### config.mk
export PLATFORM = sky130hd
export DESIGN_NAME = serial_frame_sender
export DESIGN_NICKNAME = d
export VERILOG_FILES = /design/src/rtl/serial_frame_sender.sv
export SDC_FILE = /design/constraint.sdc
export NUM_CORES = 1
export LEC_CHECK = 0
export CORE_UTILIZATION = 65
export DETAILED_ROUTE_END_ITERATION = 12
export GPL_TIMING_DRIVEN = 0
export PLACE_DENSITY = 0.84
export SLEW_MARGIN = 40
export SYNTH_ARGS = -nofsm -noshare
export SYNTH_HDL_FRONTEND = slang
export SYNTH_SLANG_ARGS = --single-unit
export TNS_END_PERCENT = 20
### constraint.sdc
create_clock -name clk -period 13.5 [get_ports clk]
set_clock_uncertainty 0.15 [all_clocks]
set_input_delay 2.025 -clock clk [delete_from_list [all_inputs] [get_ports clk]]
set_output_delay 2.025 -clock clk [all_outputs]
set_load 0.01 [all_outputs]
### src/rtl/serial_frame_sender.sv
// UART command-frame transmitter: FF FF 00 len payload EE EE,
// with per-byte clear-to-send gating and configurable framing.
module serial_frame_sender #(
    parameter int CLK_FREQ    = 50000000,
    parameter int BAUD        = 115200,
    parameter int PARITY      = 1,
    parameter int STOP_BITS   = 1,
    parameter int GAP_BITS    = 3,
    parameter int MAX_PAYLOAD = 16,
    localparam int AW = (MAX_PAYLOAD > 1) ? $clog2(MAX_PAYLOAD) : 1
) (
    input  logic          clk,
    input  logic          rst_n,
    input  logic          wr_en,
    input  logic [AW-1:0] wr_addr,
    input  logic [7:0]    wr_data,
    input  logic [7:0]    payload_len,
    input  logic          start,
    input  logic          cts,
    output logic          tx,
    output logic          busy,
    output logic          done,
    output logic          err
);

    localparam int BIT_TICKS = CLK_FREQ / BAUD;
    localparam int TW = (BIT_TICKS > 1) ? $clog2(BIT_TICKS) : 1;
    localparam logic [TW-1:0] TICK_LAST = TW'(BIT_TICKS - 1);
    localparam logic [7:0] STOP_LAST = 8'(STOP_BITS - 1);
    localparam logic [7:0] GAP_LAST = 8'(GAP_BITS - 1);
    localparam logic [8:0] MAX_LEN = 9'(MAX_PAYLOAD);

    typedef enum logic [2:0] {
        S_IDLE, S_WAIT, S_START, S_DATA, S_PAR, S_STOP, S_GAP, S_DONE
    } state_t;

    state_t          r_state, w_state;
    logic [TW-1:0]   r_tick, w_tick;
    logic [7:0]      r_bit, w_bit;
    logic [8:0]      r_idx, w_idx;
    logic [7:0]      r_len, w_len;
    logic            r_err, w_err;
    logic [7:0]      r_buf [MAX_PAYLOAD];

    logic [8:0]      w_len9;
    logic [8:0]      w_pidx;
    logic [7:0]      w_byte;
    logic            w_par;
    logic            w_last;
    logic            w_tick_end;

    assign w_len9     = {1'b0, r_len};
    assign w_pidx     = r_idx - 9'd4;
    assign w_last     = (r_idx == w_len9 + 9'd5);
    assign w_tick_end = (r_tick == '0);
    assign w_par      = (PARITY == 2) ? ~(^w_byte) : (^w_byte);

    always_comb begin
        w_byte = 8'hEE;
        if (r_idx < 9'd2)
            w_byte = 8'hFF;
        else if (r_idx == 9'd2)
            w_byte = 8'h00;
        else if (r_idx == 9'd3)
            w_byte = r_len;
        else if (r_idx < w_len9 + 9'd4 && w_pidx < MAX_LEN)
            w_byte = r_buf[w_pidx[AW-1:0]];
    end

    // End of a byte jumps straight to START when cts is already high,
    // so back-to-back start bits stay exactly one byte period apart.
    always_comb begin
        w_state = r_state;
        w_tick  = w_tick_end ? TICK_LAST : r_tick - TW'(1);
        w_bit   = r_bit;
        w_idx   = r_idx;
        w_len   = r_len;
        w_err   = 1'b0;
        tx      = 1'b1;
        unique case (r_state)
            S_IDLE: begin
                w_tick = TICK_LAST;
                if (start) begin
                    if (payload_len == 8'd0 || {1'b0, payload_len} > MAX_LEN) begin
                        w_err = 1'b1;
                    end else begin
                        w_len   = payload_len;
                        w_idx   = '0;
                        w_state = S_WAIT;
                    end
                end
            end
            S_WAIT: begin
                w_tick = TICK_LAST;
                if (cts)
                    w_state = S_START;
            end
            S_START: begin
                tx = 1'b0;
                if (w_tick_end) begin
                    w_state = S_DATA;
                    w_bit   = '0;
                end
            end
            S_DATA: begin
                tx = w_byte[r_bit[2:0]];
                if (w_tick_end) begin
                    w_bit = r_bit + 8'd1;
                    if (r_bit == 8'd7) begin
                        w_bit   = '0;
                        w_state = (PARITY != 0) ? S_PAR : S_STOP;
                    end
                end
            end
            S_PAR: begin
                tx = w_par;
                if (w_tick_end) begin
                    w_state = S_STOP;
                    w_bit   = '0;
                end
            end
            S_STOP: begin
                if (w_tick_end) begin
                    w_bit = r_bit + 8'd1;
                    if (r_bit == STOP_LAST) begin
                        w_bit = '0;
                        if (w_last) begin
                            w_state = S_DONE;
                        end else if (GAP_BITS == 0) begin
                            w_idx   = r_idx + 9'd1;
                            w_state = cts ? S_START : S_WAIT;
                        end else begin
                            w_state = S_GAP;
                        end
                    end
                end
            end
            S_GAP: begin
                if (w_tick_end) begin
                    w_bit = r_bit + 8'd1;
                    if (r_bit == GAP_LAST) begin
                        w_bit   = '0;
                        w_idx   = r_idx + 9'd1;
                        w_state = cts ? S_START : S_WAIT;
                    end
                end
            end
            S_DONE: begin
                w_tick  = TICK_LAST;
                w_state = S_IDLE;
            end
            default: w_state = S_IDLE;
        endcase
    end

    always_ff @(posedge clk or negedge rst_n) begin
        if (!rst_n) begin
            r_state <= S_IDLE;
            r_tick  <= TICK_LAST;
            r_bit   <= '0;
            r_idx   <= '0;
            r_len   <= '0;
            r_err   <= 1'b0;
        end else begin
            r_state <= w_state;
            r_tick  <= w_tick;
            r_bit   <= w_bit;
            r_idx   <= w_idx;
            r_len   <= w_len;
            r_err   <= w_err;
        end
    end

    // Payload buffer keeps its contents across reset.
    always_ff @(posedge clk) begin
        if (wr_en && r_state == S_IDLE && 32'(wr_addr) < MAX_PAYLOAD)
            r_buf[wr_addr] <= wr_data;
    end

    assign busy = (r_state != S_IDLE) && (r_state != S_DONE);
    assign done = (r_state == S_DONE);
    assign err  = r_err;

endmodule

==> results of run 1 <==
## Yosys cell counts (all sizes together), types with 2 or more instances
library cell	n
nand2	33
a21oi	10
o32ai	6
xor2	10
dfstp	5
dfrtp	33
a221oi	9
mux4	28
and3	7
a2111oi	2
or3	3
or2	5
clkinv	2
clkbuf	11
and2	3
edfxtp	128
nand4	5
o31ai	6
nand2b	5
a22oi	5
a21boi	2
nor4	7
a211oi	2
o221a	2
inv	17
ha	21
nor2b	8
mux2	4
nand3b	2
nor2	46
nand3	20
o21ai	30
xnor2	22
mux2i	16
a21o	2
nor3	13
buf	10
## state kept, by name (all words and copies together) (netlist names)
register and count:
err 1, r_bit 8, r_buf 128, r_idx 9, r_len 8, r_state 3, r_tick 9
## cell families after synthesis
kind of cell / count (synthesis)
flops: 166
compound gates: 85
xor+xnor: 33
simple gates: 162
buf+inv: 40
fa+ha+maj: 21
mux: 48
## stage by stage
step	hold WS [ns]	instances	util, %
after global routing	0.329	761	77.8
after global placement	0.292	726	71.4
after CTS	0.312	761	77.5
after floorplan	0.279	555	-
after detailed placement	0.295	730	72.1
final	0.310	761	77.8
## worst paths after layout
path,depth (start not counted),from,to
hold / removal,1,r_tick[0],r_tick[0]
setup reg to reg,9,r_bit[6],r_bit[4]
hold reg to reg,1,r_tick[0],r_tick[0]
max in group asynchronous,2,rst_n,r_tick[7]
min in group asynchronous,1,rst_n,r_idx[5]
setup / recovery,18,r_idx[0],tx
## worst max-delay path: stages (launching register included)
cell,delay (ns)
dfrtp_1,0.41
buf_2,0.19
buf_4,0.21
buf_4,0.23
buf_4,0.22
inv_1,0.15
ha_1,0.18
nor2b_1,0.05
o21ai_0,0.16
a211oi_1,0.10
or4b_1,0.50
buf_2,0.17
o32ai_1,0.47
xnor2_1,0.15
xnor3_1,0.40
nand2_1,0.09
a22oi_2,0.13
o211a_1,0.18
clkdlybuf4s50_1,0.54
## power groups by stage
stage / sequential, mW / combinational, mW / clock (mW)
3_3_place_gp: 0.618 / 0.444 / 0
3_5_place_dp: 0.620 / 0.464 / 0
4_1_cts: 0.610 / 0.470 / 0.508
2_1_floorplan: 0.610 / 0.340 / 0
6_report: 0.611 / 0.476 / 0.506
5_1_grt: 0.615 / 0.520 / 0.530
## layer usage
| layer | vias up | track usage, % |
|---|---|---|
| met4 | 0 | 13.6 |
| li1 | 2236 | - |
| met3 | 41 | 6.29 |
| met1 | 2500 | 39.2 |
| met2 | 199 | 50.0 |
| met5 | - | 0 |
## cell type report
cell class	count	area [um^2]	share of cell area [%]
flip-flops and latches	166	4800	53.6
clock buffers	17	425	4.75
inverters	19	71.3	0.796
repair buffers	32	318	3.55
multi-input cells	349	2880	32.1
clock inverters	14	194	2.16
well taps	143	179	2.00
plain buffers	21	95.1	1.06
==> summary.md, run 1 <==
| Metric | Value |
|---|---|
| Post-cts hold buffer count | 0 |
| Num CTS Buffers | 17 |
| Hold Path Class | flop to flop |
| Tot GR Track Use | about 30% |
| Fmax | ~0.14 GHz |
| Synth Register Bits | 166 |
| I/O pin cnt | 29 |
| Worst-case vdd ir drop | between 0.15 and 0.2 mV |
| Die area | about 12000 um^2 |
| Net Switching | about 0.5 mW |
| Placer Congestion | 0.904 |
| Yosys cell types | 60 |
| Post-synth EDFFs | 128 |
| Top Layer Used | met4 |
| Mapped Area | slightly below 8000 um^2 |
| Post-Synth XOR/XNOR Area | under 10% |
| Final period utilization | between 50% and 60% |
| Largest net degree at the start of global routing | 26 |
| PD cells | between 150 and 200 nW/um^2 |
| Worst-Margin Slew | about 0.73 ns |
| Cell Rows | 39 |
| Failing checks | DRC |
| Startpoint types | flop |
| Post-route ant nets | 0 |
| Min Tclk post-route | between 7 and 8 ns |
| FF-to-FF setup slack | approximately 10 ns |
| Placement Setup Slack | 6.88 ns |
| Via count | roughly 5.0k |
| Core area | approximately 12000 um^2 |
| Outcome | complete, but fails checks |
| Final design area excluding fillers | ~9000 um^2 |
| Crit. End Element | output port |
| Routed length on met2 | between 8000 and 9000 um |
| Worst-Skew Late Latency | 0.43 ns |
| Adder-cell share of the synthesized area | roughly 3.4% |
| Syn nets | approximately 600 |
| FILL cells | approximately 650 |
| Post_cts resized | 0 |
| Most used DFF post-synth | edfxtp_1 |
| Complex-gate fraction of the synthesized area | under 10% |
| Combinational power share | between 20% and 30% |
| Mean number of vias per cell | 6.54 |
| Kind of critical path | flop to output port |
| Final Max Slew Viols | 0 |
| RSZ-0062 raised after global routing | false |
| Synth Area in Simple Gates | 10.2% |
| Fin nets | around 650 |
| Placed Area | between 8000 and 9000 um^2 |
| Number of setup buffers added after CTS | 0 |
| Most common cell after layout, fill and taps aside | edfxtp_1 |
| P_int | between 1 and 1.5 mW |
| Layout cell share with drive strength beyond 1 | ~17% |
| Clock sink total | about 170 |
| Critical Path RT | approximately 11 ns |
| Drc violations | 6 |
| N_diodes | 0 |
| TNS Setup | 0 ns |
| Final setup margin | approximately 6.4 ns |
| Post-synthesis mux area share | ~11% |
| CP max FO | 10 |
| Die span in y | 111 um |
| Met1 wire length | about 6800 um |
| Async S/R FF share, synth | 22.9% |
| Setup violators final | 0 |
| Met3 WL | 1010 um |
| Clk pwr share | 31.8% |
| Starting Density | between 60% and 70% |
| Number of cells produced by synthesis | 555 |
| Most frequent cells in the layout | 128 x edfxtp_1, 34 x nor2_1, 33 x nand2_1, 33 x dfrtp_1, 30 x o21ai_0 |
| Post-synthesis sequential area ratio | between 60% and 70% |
| Total wire length | around 17000 um |
| CTS tree | yes |
| Chip width | ~110 um |
| Tot Pwr | approximately 1.6 mW |
| Clock buffer depth | 2 |
| Combinational family with the most area after synthesis | multiplexers |
| Mean Syn Cell Area | around 14 um^2 |
| Drt first pass iters | 9 |
| Global-route wire length before repair | 27600 um |
| Vias in the first global route | between 5k and 6k |
| Max-Cap Viols | 0 |
| Root buf cell | clkbuf_16 |
| Slew margin rel. | roughly half |
| Number of DRC markers in iteration 0 | approximately 580 |
| Area leader, netlist | edfxtp_1 |
| Number of antenna violations at the first check in global routing | 0 |
| Final hold vios | 0 |
| Congestion Overflow GR | 0 |
| Share of the synthesized area in the top cell type | approximately half |
| Pleak | between 3 and 4 nW |
| H-tree levels | 4 |
| Crit path DAT | roughly 5.0 ns |
| Sw frac | roughly 32% |
| Area growth, synth to finish | 15.4% |
| I/O Buffers | 28 |
| Yosys warnings | 0 |
| Dpl hpwl | roughly 11000 um |
| Top post-synthesis cells by area | edfxtp_1 49%, dfrtp_1 11%, mux4_2 8.1%, ha_1 3.4%, xnor2_1 2.5% |
| Clk slew on worst S/H paths | approximately 0.07 ns |
| Avg WL per Cell | roughly 22 um |
| Register share of total power | between 30% and 40% |
Power figures use the tool's default switching activity.
==> run 2: changes to the inputs <==
Settings changed: CORE_UTILIZATION 65 to 55, PLACE_DENSITY 0.84 to 0.76.
Clock period 13.5 ns to 6.3 ns, I/O delays scaled along.
==> summary.md, run 2 (synthesis results as in run 1) <==
| Metric | Value |
|---|---|
| Drt first pass iters | 5 (-4) |
| Fin nets | 650 (-0.31%) |
| Max reg flops | 128 (unchanged) |
| Top flop regs | r_buf x128, r_idx x9, r_tick x9 |
| RSZ-0062 raised after global routing | false |
| Worst-Skew Late Latency | 0.43 ns (about the same) |
| Dpl hpwl | 11200 um (about the same) |
| Area growth, synth to finish | 15.6% |
| Layout cell share with drive strength beyond 1 | 16.9% (-0.13 points) |
| Core area | 13800 um^2 (+20%) |
| Placer Congestion | 0.892 (-1.3%) |
| Crit path DAT | 4.90 ns (-0.06 ns) |
| Largest Register | r_buf |
| Worst-case vdd ir drop | 0.241 mV (+39%) |
| N_diodes | 0 (unchanged) |
| Clk slew on worst S/H paths | 0.07 ns (about the same) |
| Final period utilization | a little over nine tenths |
| CP top delay family | compound AO/OA/AOI/OAI gates |
| Tot GR Track Use | 24.5% (-5.8 points) |
| FF-to-FF End | r_buf[0][5] |
| Largest net degree at the start of global routing | 39 (+50%) |
| Worst-path cell chain | clkbuf_1, and3_1, nand3_1, xor2_1, ha_1, a2111oi_4, nand2_1, or4b_1, buf_2, o32ai_1, xnor2_1, xnor3_1, nand2_1, a22oi_2, o211a_1, clkdlybuf4s50_1 |
| Largest stage delay, worst path | 0.54 ns (about the same) |
| Via count | 4921 (-1.1%) |
| Kind of critical path | flop to output port |
| Number of setup buffers added after CTS | 0 (unchanged) |
| Min Hold Slack | 0.303 ns (-0.00671 ns) |
| Final Max Slew Viols | 0 (unchanged) |
| Setup violators final | 0 (unchanged) |
| Most frequent cells in the layout | 128 x edfxtp_1, 34 x nor2_1, 33 x nand2_1, 33 x dfrtp_1, 30 x o21ai_0 |
| Hold_sp | r_tick[0] |
| Vias in the first global route | 4919 (-3.8%) |
| Final Util | 65.0% (-13 points) |
| H-tree levels | 4 (unchanged) |
| Tot Pwr | 3.40 mW (+110%) |
| Hold Path Class | flop to flop |
| Slowest-stage cell, CP | clkdlybuf4s50_1 |
| Chip width | 121 um (+8.6%) |
| Drc violations | 0 (-6) |
| Mean number of vias per cell | 6.17 (-5.6%) |
| CP bufs+invs | 3 (-4) |
| Most used cell, CP | nand2_1 |
| Fmax | ~0.17 GHz |
| Number of DRC markers in iteration 0 | 640 (+11%) |
| Post-route ant nets | 0 (unchanged) |
| Final hold vios | 0 (unchanged) |
| Number of antenna violations at the first check in global routing | 0 (unchanged) |
| R2r startpoint | r_state[1] |
| Root buf cell | clkbuf_16 |
| Clock sink total | 166 (unchanged) |
| Total wire length | 16600 um (-2.7%) |
| Min Tclk post-route | between 5 and 6 ns |
| Critical path depth | 16 (-2) |
| Critical Path Start | r_len[5] |
| Worst-Margin Slew | 0.767 ns (+0.0329 ns) |
| Clock buffer depth | 2 (unchanged) |
| R2R cell count | 7 (-2) |
| FILL cells | 966 (+50%) |
| CP max FO | 8 (-2) |
| I/O pin cnt | 29 (unchanged) |
| TNS Setup | 0 ns (unchanged) |
| Most common cell after layout, fill and taps aside | edfxtp_1 |
| Outcome | complete, no violations |
| Max-Cap Viols | 0 (unchanged) |
| Avg WL per Cell | 20.8 um (-7.0%) |
| I/O Buffers | 28 (unchanged) |
| Crit. End Element | output port |
| Congestion Overflow GR | 0 (unchanged) |
| Die area | 14600 um^2 (+18%) |
| PD cells | 378 nW/um^2 (+110%) |
| Critical Path RT | 5.20 ns (-6.12 ns) |
| Global-route wire length before repair | 26100 um (-5.5%) |
| Startpoint types | flop |
| Num CTS Buffers | 17 (unchanged) |
| CTS tree | yes |
| Cell Rows | 43 (+10%) |
| Pleak | 3.22 nW (-0.26%) |
| Hold-critical path endpoint | r_tick[0] |
| FF-to-FF setup slack | 3.20 ns (-7.21 ns) |
| Worst Hold Depth | 1 (unchanged) |
| Die span in y | 121 um (+8.6%) |
| Starting Density | 56.2% (-11 points) |
| Slew margin rel. | 48.4% (-2.7 points) |
## run 2: where the power goes
group | internal (mW) | leakage, nW | total, mW | switching, mW
clock | 0.605 | 0.299 | 1.08 | 0.479
combinational | 0.432 | 1.29 | 0.998 | 0.566
sequential | 1.24 | 1.63 | 1.32 | 0.0711
## run 2: routing by layer
metal  part of all wire (%)  vias to the layer above  global-route usage [%]
met5                      0                        -                       0
met4                    1.5                        0                    8.02
met3                    6.7                       26                    5.38
met2                     51                      211                    41.3
met1                     41                     2450                    31.5
li1                       -                     2234                       -
## run 2: through the flow
stage	setup WS (ns)	area [um^2]	cells
6_report	0.307	8980	797
3_3_place_gp	0.828	8270	763
2_1_floorplan	1.59	7770	555
3_5_place_dp	0.821	8360	767
4_1_cts	0.323	8980	799
5_1_grt	0.00163	8980	797
## run 2: how the worst max path moves through the flow
stage	slack [ns]	endpoint
after global placement	0.83	tx
after CTS	0.32	tx
after detailed placement	0.82	tx
after global routing	0.002	tx
final	0.31	tx
after floorplan	1.59	tx
## run 2: timing repair
| action | 4_1_cts | 5_1_grt |
|---|---|---|
| resized for setup | 0 | 1 |
| setup endpoints to repair | 0 | 1 |
| hold buffers | 0 | 0 |
## run 2: worst register-to-register path: cells and delay by family, from the launching register on
family	cells	cell delay, ns
buffers and inverters	3	0.70
DFF	1	0.36
and+or+nand+nor	4	1.60
## run 2: final cells by class
| cell class | count | area, um^2 | share of cell area, % |
|---|---|---|---|
| repair buffers | 32 | 308 | 3.43 |
| well taps | 180 | 225 | 2.51 |
| clock buffers | 17 | 425 | 4.74 |
| multi-input cells | 349 | 2880 | 32.0 |
| clock inverters | 15 | 190 | 2.12 |
| inverters | 19 | 71.3 | 0.794 |
| flip-flops and latches | 166 | 4800 | 53.5 |
| plain buffers | 19 | 83.8 | 0.933 |
==> run 3: changes to the inputs <==
Settings changed: CTS_CLUSTER_SIZE set to 25.
==> results of run 3 <==
Same layout as run 2: the final DEF is identical, and so are final timing and power.
